==> src/rtl/mem_arbiter.sv <==
`default_nettype none
// ============================================================================
// Module   : mem_arbiter
// Brief    : Round-robin CPU/debug arbiter for a single unified memory with
//            variable-latency handshake and per-access timeout.
// Revision : 1.0 - initial release
// ============================================================================
module mem_arbiter #(
    parameter int AW      = 32,
    parameter int DW      = 32,
    parameter int TIMEOUT = 15
) (
    input  logic          clk,
    input  logic          reset,
    input  logic          cpu_req,
    input  logic          cpu_we,
    input  logic [AW-1:0] cpu_adr,
    input  logic [DW-1:0] cpu_wd,
    output logic [DW-1:0] cpu_rd,
    output logic          cpu_ready,
    output logic          cpu_err,
    input  logic          dbg_req,
    input  logic          dbg_we,
    input  logic [AW-1:0] dbg_adr,
    input  logic [DW-1:0] dbg_wd,
    output logic [DW-1:0] dbg_rd,
    output logic          dbg_ready,
    output logic          dbg_err,
    output logic          mem_req,
    output logic          mem_we,
    output logic [AW-1:0] mem_adr,
    output logic [DW-1:0] mem_wd,
    input  logic [DW-1:0] mem_rd,
    input  logic          mem_ack
);

    localparam int CW = $clog2(TIMEOUT + 1);

    localparam logic [1:0] c_idle   = 2'd0;
    localparam logic [1:0] c_access = 2'd1;
    localparam logic [1:0] c_resp   = 2'd2;

    localparam logic [CW-1:0] c_cnt_last = CW'(TIMEOUT - 1);

    logic [1:0]    r_state;
    logic [CW-1:0] r_cnt;
    logic          r_last_dbg;
    logic          r_owner_dbg;
    logic          r_mem_req;
    logic          r_mem_we;
    logic [AW-1:0] r_mem_adr;
    logic [DW-1:0] r_mem_wd;
    logic [DW-1:0] r_cpu_rd;
    logic [DW-1:0] r_dbg_rd;
    logic          r_cpu_ready;
    logic          r_cpu_err;
    logic          r_dbg_ready;
    logic          r_dbg_err;

    logic          w_pick_dbg;
    logic          w_done;
    logic          w_timeout;
    logic [DW-1:0] w_resp_rd;

    // Debug wins only when it is alone or the CPU had the previous grant.
    assign w_pick_dbg = dbg_req & (~cpu_req | ~r_last_dbg);
    assign w_timeout  = ~mem_ack & (r_cnt == c_cnt_last);
    assign w_done     = mem_ack | w_timeout;
    assign w_resp_rd  = (mem_ack & ~r_mem_we) ? mem_rd : '0;

    always_ff @(posedge clk) begin
        if (reset) begin
            r_state     <= c_idle;
            r_cnt       <= '0;
            r_last_dbg  <= 1'b1;
            r_owner_dbg <= 1'b0;
            r_mem_req   <= 1'b0;
            r_mem_we    <= 1'b0;
            r_mem_adr   <= '0;
            r_mem_wd    <= '0;
            r_cpu_rd    <= '0;
            r_dbg_rd    <= '0;
            r_cpu_ready <= 1'b0;
            r_cpu_err   <= 1'b0;
            r_dbg_ready <= 1'b0;
            r_dbg_err   <= 1'b0;
        end else begin
            r_cpu_ready <= 1'b0;
            r_cpu_err   <= 1'b0;
            r_dbg_ready <= 1'b0;
            r_dbg_err   <= 1'b0;
            case (r_state)
                c_idle: begin
                    r_cnt <= '0;
                    if (cpu_req | dbg_req) begin
                        r_owner_dbg <= w_pick_dbg;
                        r_last_dbg  <= w_pick_dbg;
                        r_mem_req   <= 1'b1;
                        r_mem_we    <= w_pick_dbg ? dbg_we  : cpu_we;
                        r_mem_adr   <= w_pick_dbg ? dbg_adr : cpu_adr;
                        r_mem_wd    <= w_pick_dbg ? dbg_wd  : cpu_wd;
                        r_state     <= c_access;
                    end
                end
                c_access: begin
                    if (w_done) begin
                        r_mem_req <= 1'b0;
                        r_state   <= c_resp;
                        if (r_owner_dbg) begin
                            r_dbg_ready <= 1'b1;
                            r_dbg_err   <= w_timeout;
                            r_dbg_rd    <= w_resp_rd;
                        end else begin
                            r_cpu_ready <= 1'b1;
                            r_cpu_err   <= w_timeout;
                            r_cpu_rd    <= w_resp_rd;
                        end
                    end else begin
                        r_cnt <= r_cnt + 1'b1;
                    end
                end
                c_resp: begin
                    r_cnt   <= '0;
                    r_state <= c_idle;
                end
                default: begin
                    r_mem_req <= 1'b0;
                    r_state   <= c_idle;
                end
            endcase
        end
    end

    assign cpu_rd    = r_cpu_rd;
    assign cpu_ready = r_cpu_ready;
    assign cpu_err   = r_cpu_err;
    assign dbg_rd    = r_dbg_rd;
    assign dbg_ready = r_dbg_ready;
    assign dbg_err   = r_dbg_err;
    assign mem_req   = r_mem_req;
    assign mem_we    = r_mem_we;
    assign mem_adr   = r_mem_adr;
    assign mem_wd    = r_mem_wd;

endmodule
`default_nettype wire

==> config.mk <==
export PLATFORM = sky130hd
export DESIGN_NAME = mem_arbiter
export DESIGN_NICKNAME = d
export VERILOG_FILES = /design/src/rtl/mem_arbiter.sv
export SDC_FILE = /design/constraint.sdc
export NUM_CORES = 1
export LEC_CHECK = 0
export CORE_ASPECT_RATIO = 0.75
export CORE_UTILIZATION = 43
export CTS_BUF_LIST = sky130_fd_sc_hd__clkbuf_8
export CTS_CLUSTER_DIAMETER = 40
export DETAILED_ROUTE_END_ITERATION = 10
export GPL_TIMING_DRIVEN = 0
export PLACE_DENSITY = 0.88
export SLEW_MARGIN = 0
export SYNTH_ARGS = -nofsm -noshare
export SYNTH_HDL_FRONTEND = slang
export SYNTH_SLANG_ARGS = --single-unit
==> constraint.sdc <==
create_clock -name clk -period 5.6 [get_ports clk]
set_input_delay 1.12 -clock clk [delete_from_list [all_inputs] [get_ports clk]]
set_output_delay 1.12 -clock clk [all_outputs]
set_load 0.05 [all_outputs]
==> results.sh, run 1 <==
export IMPL_status="finished clean"
export IMPL_cts_hold_buf=0
export IMPL_io_pins=301
export IMPL_antenna_cells=0
export IMPL_tns_ps=0
export IMPL_grt_ovfl_total=0
export IMPL_ys_flop_type="dfxtp_1"
export IMPL_drv_slew=0
export IMPL_power_total_mw=2.844
export IMPL_ys_ff_latch=142
export IMPL_rsz0062_at_grt="no"
export IMPL_gp_congestion=0.8681
export IMPL_worst_path_dominant_cell_family="buffers and inverters"
export IMPL_syn_area_mm2=0.005389
export IMPL_post_cts_resized=0
export IMPL_post_route_min_period_ps=2875
export IMPL_leakage_nw=3.368
export IMPL_ys_warnings_count=0
export IMPL_period_share_pct=51.34
export IMPL_tritoncts="yes"
export IMPL_min_delay_start="cpu_rd[1]$_SDFFE_PP0P_"
export IMPL_track_usage_pct=29.42
export IMPL_cp_start_kind="register"
export IMPL_fmaxAchievable_ghz=0.3478
export IMPL_setup_viol=0
export IMPL_final_cell_mix="clkdlybuf4s50_1 (298), dfxtp_1 (142), nand2_1 (132)"
export IMPL_critPathRequiredTime_ps=4480
export IMPL_dp_hpwl_um=14090
export IMPL_path_buf_inv=1
export IMPL_path_clk_slew_ps=90
export IMPL_path_cells="clkdlybuf4s50_1"
export IMPL_cp_end_kind="output pin"
export IMPL_clk_path_buf_depth=2
export IMPL_final_core_util_pct=73.41
export IMPL_drc=0
export IMPL_r2r_start="r_cnt[0]$_SDFFE_PP0P_"
export IMPL_min_path_type="reg -> reg"
export IMPL_crit_slowest_cell="clkdlybuf4s50_1"
export IMPL_wire_per_inst_um=17.84
export IMPL_worst_skew_pair_late_latency_ps=440
export IMPL_hold_depth=1
export IMPL_htreeDepth=4
export IMPL_die_w_um=131.3
export IMPL_clock_sinks=142
export IMPL_grt_pass1_vias=5687
export IMPL_worstPathArrival_ps=1750
export IMPL_power_density_mw_per_mm2=315.9
export IMPL_ir_worst_vdd_v=0.0002113
export IMPL_reg2reg_setup_slack_ps=3330
export IMPL_crit_fanout=4
export IMPL_first_pass_iters=5
export IMPL_fillers=955
export IMPL_crit_type="reg -> out"
export IMPL_worst_slack_ps=2725
export IMPL_syn_inst=576
export IMPL_portBuffers=298
export IMPL_finalNetCount=1062
export IMPL_fp_dieH_um=98.95
export IMPL_core_area_mm2=0.01226
export IMPL_whs_endpoint="cpu_rd[1]$_SDFFE_PP0P_"
export IMPL_antenna_left=0
export IMPL_synthArstFlopShare_pct=0
export IMPL_vias=5917
export IMPL_rows=35
export IMPL_synth_avg_cell_area_um2=9.356
export IMPL_drv_cap=0
export IMPL_synth_seq_area_share_pct=52.75
export IMPL_grt_pass1_wl_um=30140
export IMPL_synth_cell_types=33
export IMPL_ff2ff_path_depth=6
export IMPL_final_common_cell="clkdlybuf4s50_1"
export IMPL_root_buffer="clkbuf_8"
export IMPL_syn_num_nets=745
export IMPL_cts_setup_buffers=0
export IMPL_drive_gt1_share_pct=5.298
export IMPL_cts_made_buffers=17
export IMPL_tightest_slew_ps=616.4
export IMPL_place_ws_ps=2435
export IMPL_numPlacedInstances=1040
export IMPL_layout_cells_non_filler=1072
export IMPL_dieArea_mm2=0.01299
export IMPL_finalHoldViolCount=0
export IMPL_synth_edff_count=0
export IMPL_viasPerCell=5.520
export IMPL_antenna_found_initial=0
export IMPL_area_delta_synth_final_pct=67.03
export IMPL_relSlewSlack_pct=58.76
export IMPL_wl_um=19130
export IMPL_grt_max_degree=17
export IMPL_slowest_delay_ps=870
export IMPL_clock_skew_ps=12.11
export IMPL_drt_iter0_markers=347
export IMPL_reg2reg_to="dbg_rd[17]$_SDFFE_PP0P_"
export IMPL_start_util_pct=43.95
[logic make-up after synthesis]
group | synth area share, %
buffers and inverters | 5.131
DFF | 52.75
adders and majority gates | 0.4643
and+or+nand+nor | 11.93
xor gates and xnor gates | 0.1626
AOI/OAI and AO/OA | 29.56
[worst max path at each step]
stage	from	end	slack, ps	cells after the start
after global routing	mem_we$_SDFFE_PP0P_	mem_we	2660	1
after detailed placement	dbg_req	mem_adr[15]$_SDFFE_PP0P_	2440	7
after global placement	dbg_req	mem_wd[9]$_SDFFE_PP0P_	2490	6
after floorplan	reset	cpu_rd[10]$_SDFFE_PP0P_	3140	6
after CTS	mem_we$_SDFFE_PP0P_	mem_we	2700	1
final	mem_we$_SDFFE_PP0P_	mem_we	2730	1
[sequential cells by signal (all words and copies together) (netlist names)]
register	flops
mem_we	1
dbg_err	1
r_cnt	4
r_last_dbg	1
dbg_ready	1
mem_wd	32
cpu_rd	32
dbg_rd	32
cpu_ready	1
mem_adr	32
r_owner_dbg	1
mem_req	1
cpu_err	1
r_state	2
[through the flow]
stage | area, um^2 | hold WS (ps)
6_report | 9001 | 484.0
3_3_place_gp | 8579 | 461.3
2_1_floorplan | 5389 | 469.6
4_1_cts | 9001 | 486.4
3_5_place_dp | 8579 | 463.3
5_1_grt | 9001 | 499.8
[power breakdown]
| group | internal (mW) | leakage (nW) | switching (mW) |
|---|---|---|---|
| clock network | 0.449 | 0.208 | 0.429 |
| registers | 1.09 | 1.16 | 0.0458 |
| logic | 0.319 | 2.00 | 0.509 |
| total | 1.86 | 3.37 | 0.985 |
[layer usage]
metal | GRT usage (%) | routed length, um | share of wire [%]
met4 | 12.79 | 611 | 3.2
met3 | 8.539 | 1520 | 7.9
met5 | 0 | 0 | 0
met1 | 37.14 | 8117 | 42
met2 | 47.05 | 8876 | 46
[Yosys cell counts (2+ instances only)]
cell type / count / area, um^2
buf_1: 7 / 26.28
a311oi_1: 67 / 586.8
nor4_1: 2 / 12.51
inv_1: 3 / 11.26
buf_6: 4 / 45.04
a211oi_1: 2 / 15.01
clkbuf_1: 41 / 153.9
nor2_1: 6 / 22.52
a21oi_1: 69 / 345.3
a41oi_1: 2 / 17.52
ha_1: 2 / 25.02
buf_2: 8 / 40.04
nor3_1: 2 / 10.01
nand3_1: 3 / 15.01
and2_1: 2 / 12.51
dfxtp_1: 142 / 2843
a22o_1: 64 / 560.5
a21bo_2: 2 / 20.02
a31oi_1: 2 / 12.51
nand2_1: 132 / 495.5
a21boi_0: 2 / 15.01
[worst register-to-register path, cell delays in order (launching register included)]
cell and delay, ps:
dfxtp_1 440, inv_1 70, ha_1 270, a31o_2 290
a41oi_1 440, clkbuf_1 460, a22o_1 240
[final cells by class]
class	instances	area, um^2	share of cell area, %
inverters	3	11.26	0.1251
multi-input cells	371	2270	25.22
clock buffers	17	234.0	2.599
clock inverters	15	187.7	2.085
flip-flops and latches	142	2843	31.58
repair buffers	298	2983	33.14
well taps	166	207.7	2.307
plain buffers	60	265.3	2.947
(Power assumes the default switching activity.)
==> run 2: changes to the inputs <==
--- a/config.mk
+++ b/config.mk
@@ -6,12 +6,12 @@
 export NUM_CORES = 1
 export LEC_CHECK = 0
 export CORE_ASPECT_RATIO = 0.75
-export CORE_UTILIZATION = 43
+export CORE_UTILIZATION = 36
 export CTS_BUF_LIST = sky130_fd_sc_hd__clkbuf_8
 export CTS_CLUSTER_DIAMETER = 40
 export DETAILED_ROUTE_END_ITERATION = 10
 export GPL_TIMING_DRIVEN = 0
-export PLACE_DENSITY = 0.88
+export PLACE_DENSITY = 0.79
 export SLEW_MARGIN = 0
 export SYNTH_ARGS = -nofsm -noshare
 export SYNTH_HDL_FRONTEND = slang
==> constraint.sdc (replaced) <==
create_clock -name clk -period 2.6 [get_ports clk]
set_input_delay 0.52 -clock clk [delete_from_list [all_inputs] [get_ports clk]]
set_output_delay 0.52 -clock clk [all_outputs]
set_load 0.05 [all_outputs]
==> run 2 against run 1 <==
Total power up 120%. Clock skew increased by 4.0 ps. Cell area is 0.57% higher. First-iteration DRC count is 17% lower. Die area is 19% higher. Count of clock-buffer cells in the layout stayed put. Wire length rose by 0.95%.
==> results.sh, run 2 (synthesized netlist as in run 1, its figures left out) <==
export IMPL_worstPathArrival_ps=2650
export IMPL_crit_slowest_cell="a41oi_1"
export IMPL_vias=5725
export IMPL_viasPerCell=5.176
export IMPL_io_pins=301
export IMPL_path_buf_inv=2
export IMPL_ir_worst_vdd_v=0.0003422
export IMPL_dp_hpwl_um=14040
export IMPL_hold_depth=1
export IMPL_antenna_found_initial=0
export IMPL_wire_per_inst_um=17.46
export IMPL_slowest_delay_ps=480
export IMPL_crit_fanout=10
export IMPL_gp_congestion=0.7853
export IMPL_cp_end_kind="register"
export IMPL_power_density_mw_per_mm2=677.7
export IMPL_htreeDepth=4
export IMPL_final_cell_mix="clkdlybuf4s50_1 (298), dfxtp_1 (142), nand2_1 (132)"
export IMPL_drv_slew=0
export IMPL_cts_hold_buf=0
export IMPL_path_clk_slew_ps=100
export IMPL_rows=38
export IMPL_start_util_pct=37.04
export IMPL_drive_gt1_share_pct=5.408
export IMPL_multiInputGateArea_mm2=0.002270
export IMPL_period_share_pct=87.02
export IMPL_regArea_mm2=0.002843
export IMPL_wl_um=19310
export IMPL_worst_skew_pair_late_latency_ps=440
export IMPL_die_w_um=143.3
export IMPL_dpl_instance_area_mm2=0.008622
export IMPL_status="finished clean"
export IMPL_finalHoldViolCount=0
export IMPL_reg2reg_setup_slack_ps=340
export IMPL_cp_start_kind="register"
export IMPL_tightest_slew_ps=686.1
export IMPL_tritoncts="yes"
export IMPL_fmaxAchievable_ghz=0.4420
export IMPL_antenna_left=0
export IMPL_clock_skew_ps=16.06
export IMPL_core_area_mm2=0.01455
export IMPL_clock_sinks=142
export IMPL_rsz0062_at_grt="no"
export IMPL_setup_viol=0
export IMPL_root_buffer="clkbuf_8"
export IMPL_cts_made_buffers=17
export IMPL_first_pass_iters=4
export IMPL_finalNetCount=1062
export IMPL_post_cts_resized=0
export IMPL_drt_iter0_markers=289
export IMPL_antenna_cells=0
export IMPL_ff2ff_path_depth=6
export IMPL_fp_dieH_um=108.0
export IMPL_layout_cells_non_filler=1106
export IMPL_crit_cells=6
export IMPL_crit_type="reg -> reg"
export IMPL_post_route_min_period_ps=2262
export IMPL_grt_pass1_wl_um=29480
export IMPL_final_core_util_pct=62.22
export IMPL_numPlacedInstances=1074
export IMPL_path_cells="inv_1 > ha_1 > a31o_2 > a41oi_1 > clkbuf_1 > a22o_1"
export IMPL_min_path_type="reg -> reg"
export IMPL_track_usage_pct=24.78
export IMPL_relSlewSlack_pct=54.09
export IMPL_clk_path_buf_depth=2
export IMPL_grt_max_degree=17
export IMPL_fillers=1276
export IMPL_worst_path_dominant_cell_family="compound AO/OA/AOI/OAI gates"
export IMPL_dieArea_mm2=0.01547
export IMPL_final_area_mm2=0.009052
export IMPL_critPathRequiredTime_ps=2990
export IMPL_grt_pass1_vias=5525
export IMPL_leakage_nw=3.378
export IMPL_final_common_cell="clkdlybuf4s50_1"
export IMPL_drc=0
export IMPL_drv_cap=0
export IMPL_portBuffers=298
export IMPL_area_delta_synth_final_pct=67.98
export IMPL_cts_setup_buffers=0
export IMPL_grt_ovfl_total=0
run 2: area by class of cell:
class                           instances  area share [%]
Timing Repair Buffer                  298           32.95
Sequential cell                       142           31.40
Clock inverter                         15           2.170
Tap cell                              200           2.764
Buffer                                 60           2.930
Inverter                                3          0.1244
Multi-Input combinational cell        371           25.07
Clock buffer                           17           2.585
run 2: final timing paths:
check | startpoint | endpoint
min | cpu_rd[19]$_SDFFE_PP0P_ | cpu_rd[19]$_SDFFE_PP0P_
min reg2reg | cpu_rd[19]$_SDFFE_PP0P_ | cpu_rd[19]$_SDFFE_PP0P_
max | r_cnt[0]$_SDFFE_PP0P_ | dbg_rd[19]$_SDFFE_PP0P_
max reg2reg | r_cnt[0]$_SDFFE_PP0P_ | dbg_rd[19]$_SDFFE_PP0P_
run 2: power by group:
part / internal, mW / switching (mW)
sequential: 2.35 / 0.0994
combinational: 0.688 / 1.09
clock: 0.908 / 1.00
run 2: per-layer routing:
| layer | wire length (um) | part of all wire [%] | up-vias | global-route usage [%] |
|---|---|---|---|---|
| li1 | - | - | 2778 | - |
| met1 | 8663 | 45 | 2680 | 31.75 |
| met2 | 8739 | 45 | 244 | 40.31 |
| met3 | 1598 | 8.3 | 23 | 7.086 |
| met4 | 305 | 1.6 | 0 | 7.903 |
| met5 | 0 | 0 | - | 0 |
run 2: metrics by stage:
| stage | worst slack (ps) | power [mW] | hold slack [ps] | TNS, ps |
|---|---|---|---|---|
| global placement | -51.62 | 4.258 | 461.8 | -455.7 |
| finish | 337.6 | 6.135 | 487.2 | 0 |
| CTS | 296.2 | 6.186 | 468.2 | 0 |
| detailed placement | -81.44 | 4.272 | 463.3 | -1390 |
| floorplan | 743.8 | 3.516 | 469.6 | 0 |
| global route | 138.9 | 6.411 | 499.7 | 0 |
==> run 3: changes to the inputs <==
--- a/config.mk
+++ b/config.mk
@@ -6,12 +6,12 @@
 export NUM_CORES = 1
 export LEC_CHECK = 0
 export CORE_ASPECT_RATIO = 0.75
-export CORE_UTILIZATION = 36
+export CORE_UTILIZATION = 35
 export CTS_BUF_LIST = sky130_fd_sc_hd__clkbuf_8
 export CTS_CLUSTER_DIAMETER = 40
 export DETAILED_ROUTE_END_ITERATION = 10
 export GPL_TIMING_DRIVEN = 0
-export PLACE_DENSITY = 0.79
+export PLACE_DENSITY = 0.77
 export SLEW_MARGIN = 0
 export SYNTH_ARGS = -nofsm -noshare
 export SYNTH_HDL_FRONTEND = slang
==> constraint.sdc (replaced) <==
create_clock -name clk -period 1.8 [get_ports clk]
set_input_delay 0.36 -clock clk [delete_from_list [all_inputs] [get_ports clk]]
set_output_delay 0.36 -clock clk [all_outputs]
set_load 0.05 [all_outputs]
==> run 3 against run 2 <==
Critical endpoint is now dbg_rd[1]$_SDFFE_PP0P_. Combinational power up 40%. First-iteration DRC count up 1.4%. Critical path depth up 1. Sequential power up 44%. Setup slack worse by 270 ps. Non-clock buffer count up 3.
==> results.sh, run 3 (synthesized netlist as in run 1, its figures left out) <==
export IMPL_area_delta_synth_final_pct=68.98
export IMPL_ir_worst_vdd_v=0.0004438
export IMPL_vias=5741
export IMPL_start_util_pct=36.56
export IMPL_worst_skew_pair_late_latency_ps=440
export IMPL_p_seq_share_pct=40.2
export IMPL_cts_made_buffers=17
export IMPL_critPathRequiredTime_ps=2190
export IMPL_antenna_left=0
export IMPL_drv_slew=0
export IMPL_antenna_found_initial=0
export IMPL_power_density_mw_per_mm2=963.3
export IMPL_final_core_util_pct=61.78
export IMPL_crit_fanout=6
export IMPL_power_switching_mw=3.185
export IMPL_grt_max_degree=17
export IMPL_grt_pass1_vias=5610
export IMPL_final_common_cell="clkdlybuf4s50_1"
export IMPL_rows=38
export IMPL_wl_um=19580
export IMPL_clock_sinks=142
export IMPL_drv_cap=0
export IMPL_layout_cells_non_filler=1109
export IMPL_core_area_mm2=0.01474
export IMPL_status="finished clean"
export IMPL_leakage_nw=4.029
export IMPL_min_path_type="in -> reg"
export IMPL_post_route_min_period_ps=1728
export IMPL_io_pins=301
export IMPL_gp_congestion=0.8287
export IMPL_clock_skew_ps=12.04
export IMPL_final_cell_mix="clkdlybuf4s50_1 (164), dfxtp_1 (138), dlygate4sd2_1 (133)"
export IMPL_clk_path_buf_depth=2
export IMPL_numPlacedInstances=1074
export IMPL_wire_per_inst_um=17.66
export IMPL_drt_iter0_markers=293
export IMPL_cp_end_kind="register"
export IMPL_reg2reg_setup_slack_ps=70
export IMPL_cts_hold_buf=0
export IMPL_power_internal_mw=5.587
export IMPL_viasPerCell=5.177
export IMPL_worst_slack_ps=72.46
export IMPL_track_usage_pct=24.43
export IMPL_fp_dieH_um=109.5
export IMPL_place_ws_ps=-685.2
export IMPL_tns_ps=0
export IMPL_dieArea_mm2=0.01590
export IMPL_antenna_cells=0
export IMPL_p_comb_share_pct=28.5
export IMPL_p_clk_share_pct=31.3
export IMPL_first_pass_iters=5
export IMPL_tightest_slew_ps=663.5
export IMPL_grt_pass1_wl_um=30250
export IMPL_drc=0
export IMPL_finalHoldViolCount=0
export IMPL_root_buffer="clkbuf_8"
export IMPL_finalNetCount=1065
export IMPL_cp_start_kind="register"
export IMPL_dp_hpwl_um=14090
export IMPL_relSlewSlack_pct=55.77
export IMPL_worstPathArrival_ps=2120
export IMPL_die_w_um=145.3
export IMPL_tritoncts="yes"
export IMPL_portBuffers=298
export IMPL_ff2ff_path_depth=7
export IMPL_crit_type="reg -> reg"
export IMPL_switching_share_pct=36.31
export IMPL_fmaxAchievable_ghz=0.5789
export IMPL_hold_depth=2
export IMPL_htreeDepth=4
export IMPL_period_share_pct=95.97
export IMPL_drive_gt1_share_pct=10.34
export IMPL_setup_viol=0
export IMPL_path_clk_slew_ps=90
export IMPL_grt_ovfl_total=0
## run 3: cell count changes in the layout (fill, tap and decap cells not counted), sizes merged
| cell | previous run | this run |
|---|---|---|
| clkdlybuf4s15 | 0 | 1 |
| clkinvlp | 0 | 2 |
| buf | 19 | 22 |
| dlygate4sd2 | 0 | 133 |
| clkdlybuf4s50 | 298 | 164 |
| clkinv | 5 | 3 |
## run 3: path summary, 6_finish.rpt
kind / startpoint / end
worst max-delay path: r_cnt[0]$_SDFFE_PP0P_ / dbg_rd[1]$_SDFFE_PP0P_
worst max register to register: r_cnt[0]$_SDFFE_PP0P_ / dbg_rd[1]$_SDFFE_PP0P_
worst min register to register: dbg_rd[9]$_SDFFE_PP0P_ / dbg_rd[9]$_SDFFE_PP0P_
worst min-delay path: mem_ack / dbg_err$_SDFF_PP0_
## run 3: power groups by stage
stage          registers [mW]  logic, mW  clock network (mW)
2_1_floorplan            4.42      0.659                   0
3_3_place_gp             3.59       2.56                   0
3_5_place_dp             3.60       2.57                   0
4_1_cts                  3.53       2.45                2.80
5_1_grt                  3.56       2.64                2.97
6_report                 3.53       2.50                2.75
## run 3: per-stage QoR
| step | power (mW) | cell area [um^2] | hold WS, ps |
|---|---|---|---|
| 6_report | 8.772 | 9106 | 323.3 |
| 5_1_grt | 9.170 | 9106 | 345.7 |
| 4_1_cts | 8.782 | 8992 | 315.5 |
| 3_5_place_dp | 6.175 | 8622 | 463.3 |
| 3_3_place_gp | 6.150 | 8622 | 461.1 |
| 2_1_floorplan | 5.078 | 5389 | 469.6 |
## run 3: metal layers
layer	vias to the layer above	routed length (um)	GRT usage [%]
li1	2780	-	-
met1	2728	8772	30.63
met2	220	9142	40.93
met3	13	1474	7.012
met4	0	190	7.594
met5	-	0	0
## run 3: timing repair
action | CTS | global route
endpoints found under the setup margin | 263 | 101
resized for setup | 170 | 37
setup buffers | 2 | 2
pin swaps | 2 | 2
cloned | 0 | 1
## run 3: layout make-up
| class | count | area, um^2 |
|---|---|---|
| Tap cell | 200 | 250.2 |
| Clock buffer | 17 | 234.0 |
| Sequential cell | 142 | 2853 |
| Fill cell | 1315 | 5633 |
| Inverter | 3 | 11.26 |
| Timing Repair Buffer | 303 | 2865 |
| Clock inverter | 15 | 193.9 |
| Multi-Input combinational cell | 371 | 2361 |
| Buffer | 58 | 337.8 |
## run 3: critical path, stage by stage, from the launching register on
cell and delay (ps):
dfxtp_2 380, inv_1 60, ha_2 220, a31o_2 310, a41oi_4 250, buf_12 160, buf_2 170, a22o_1 140
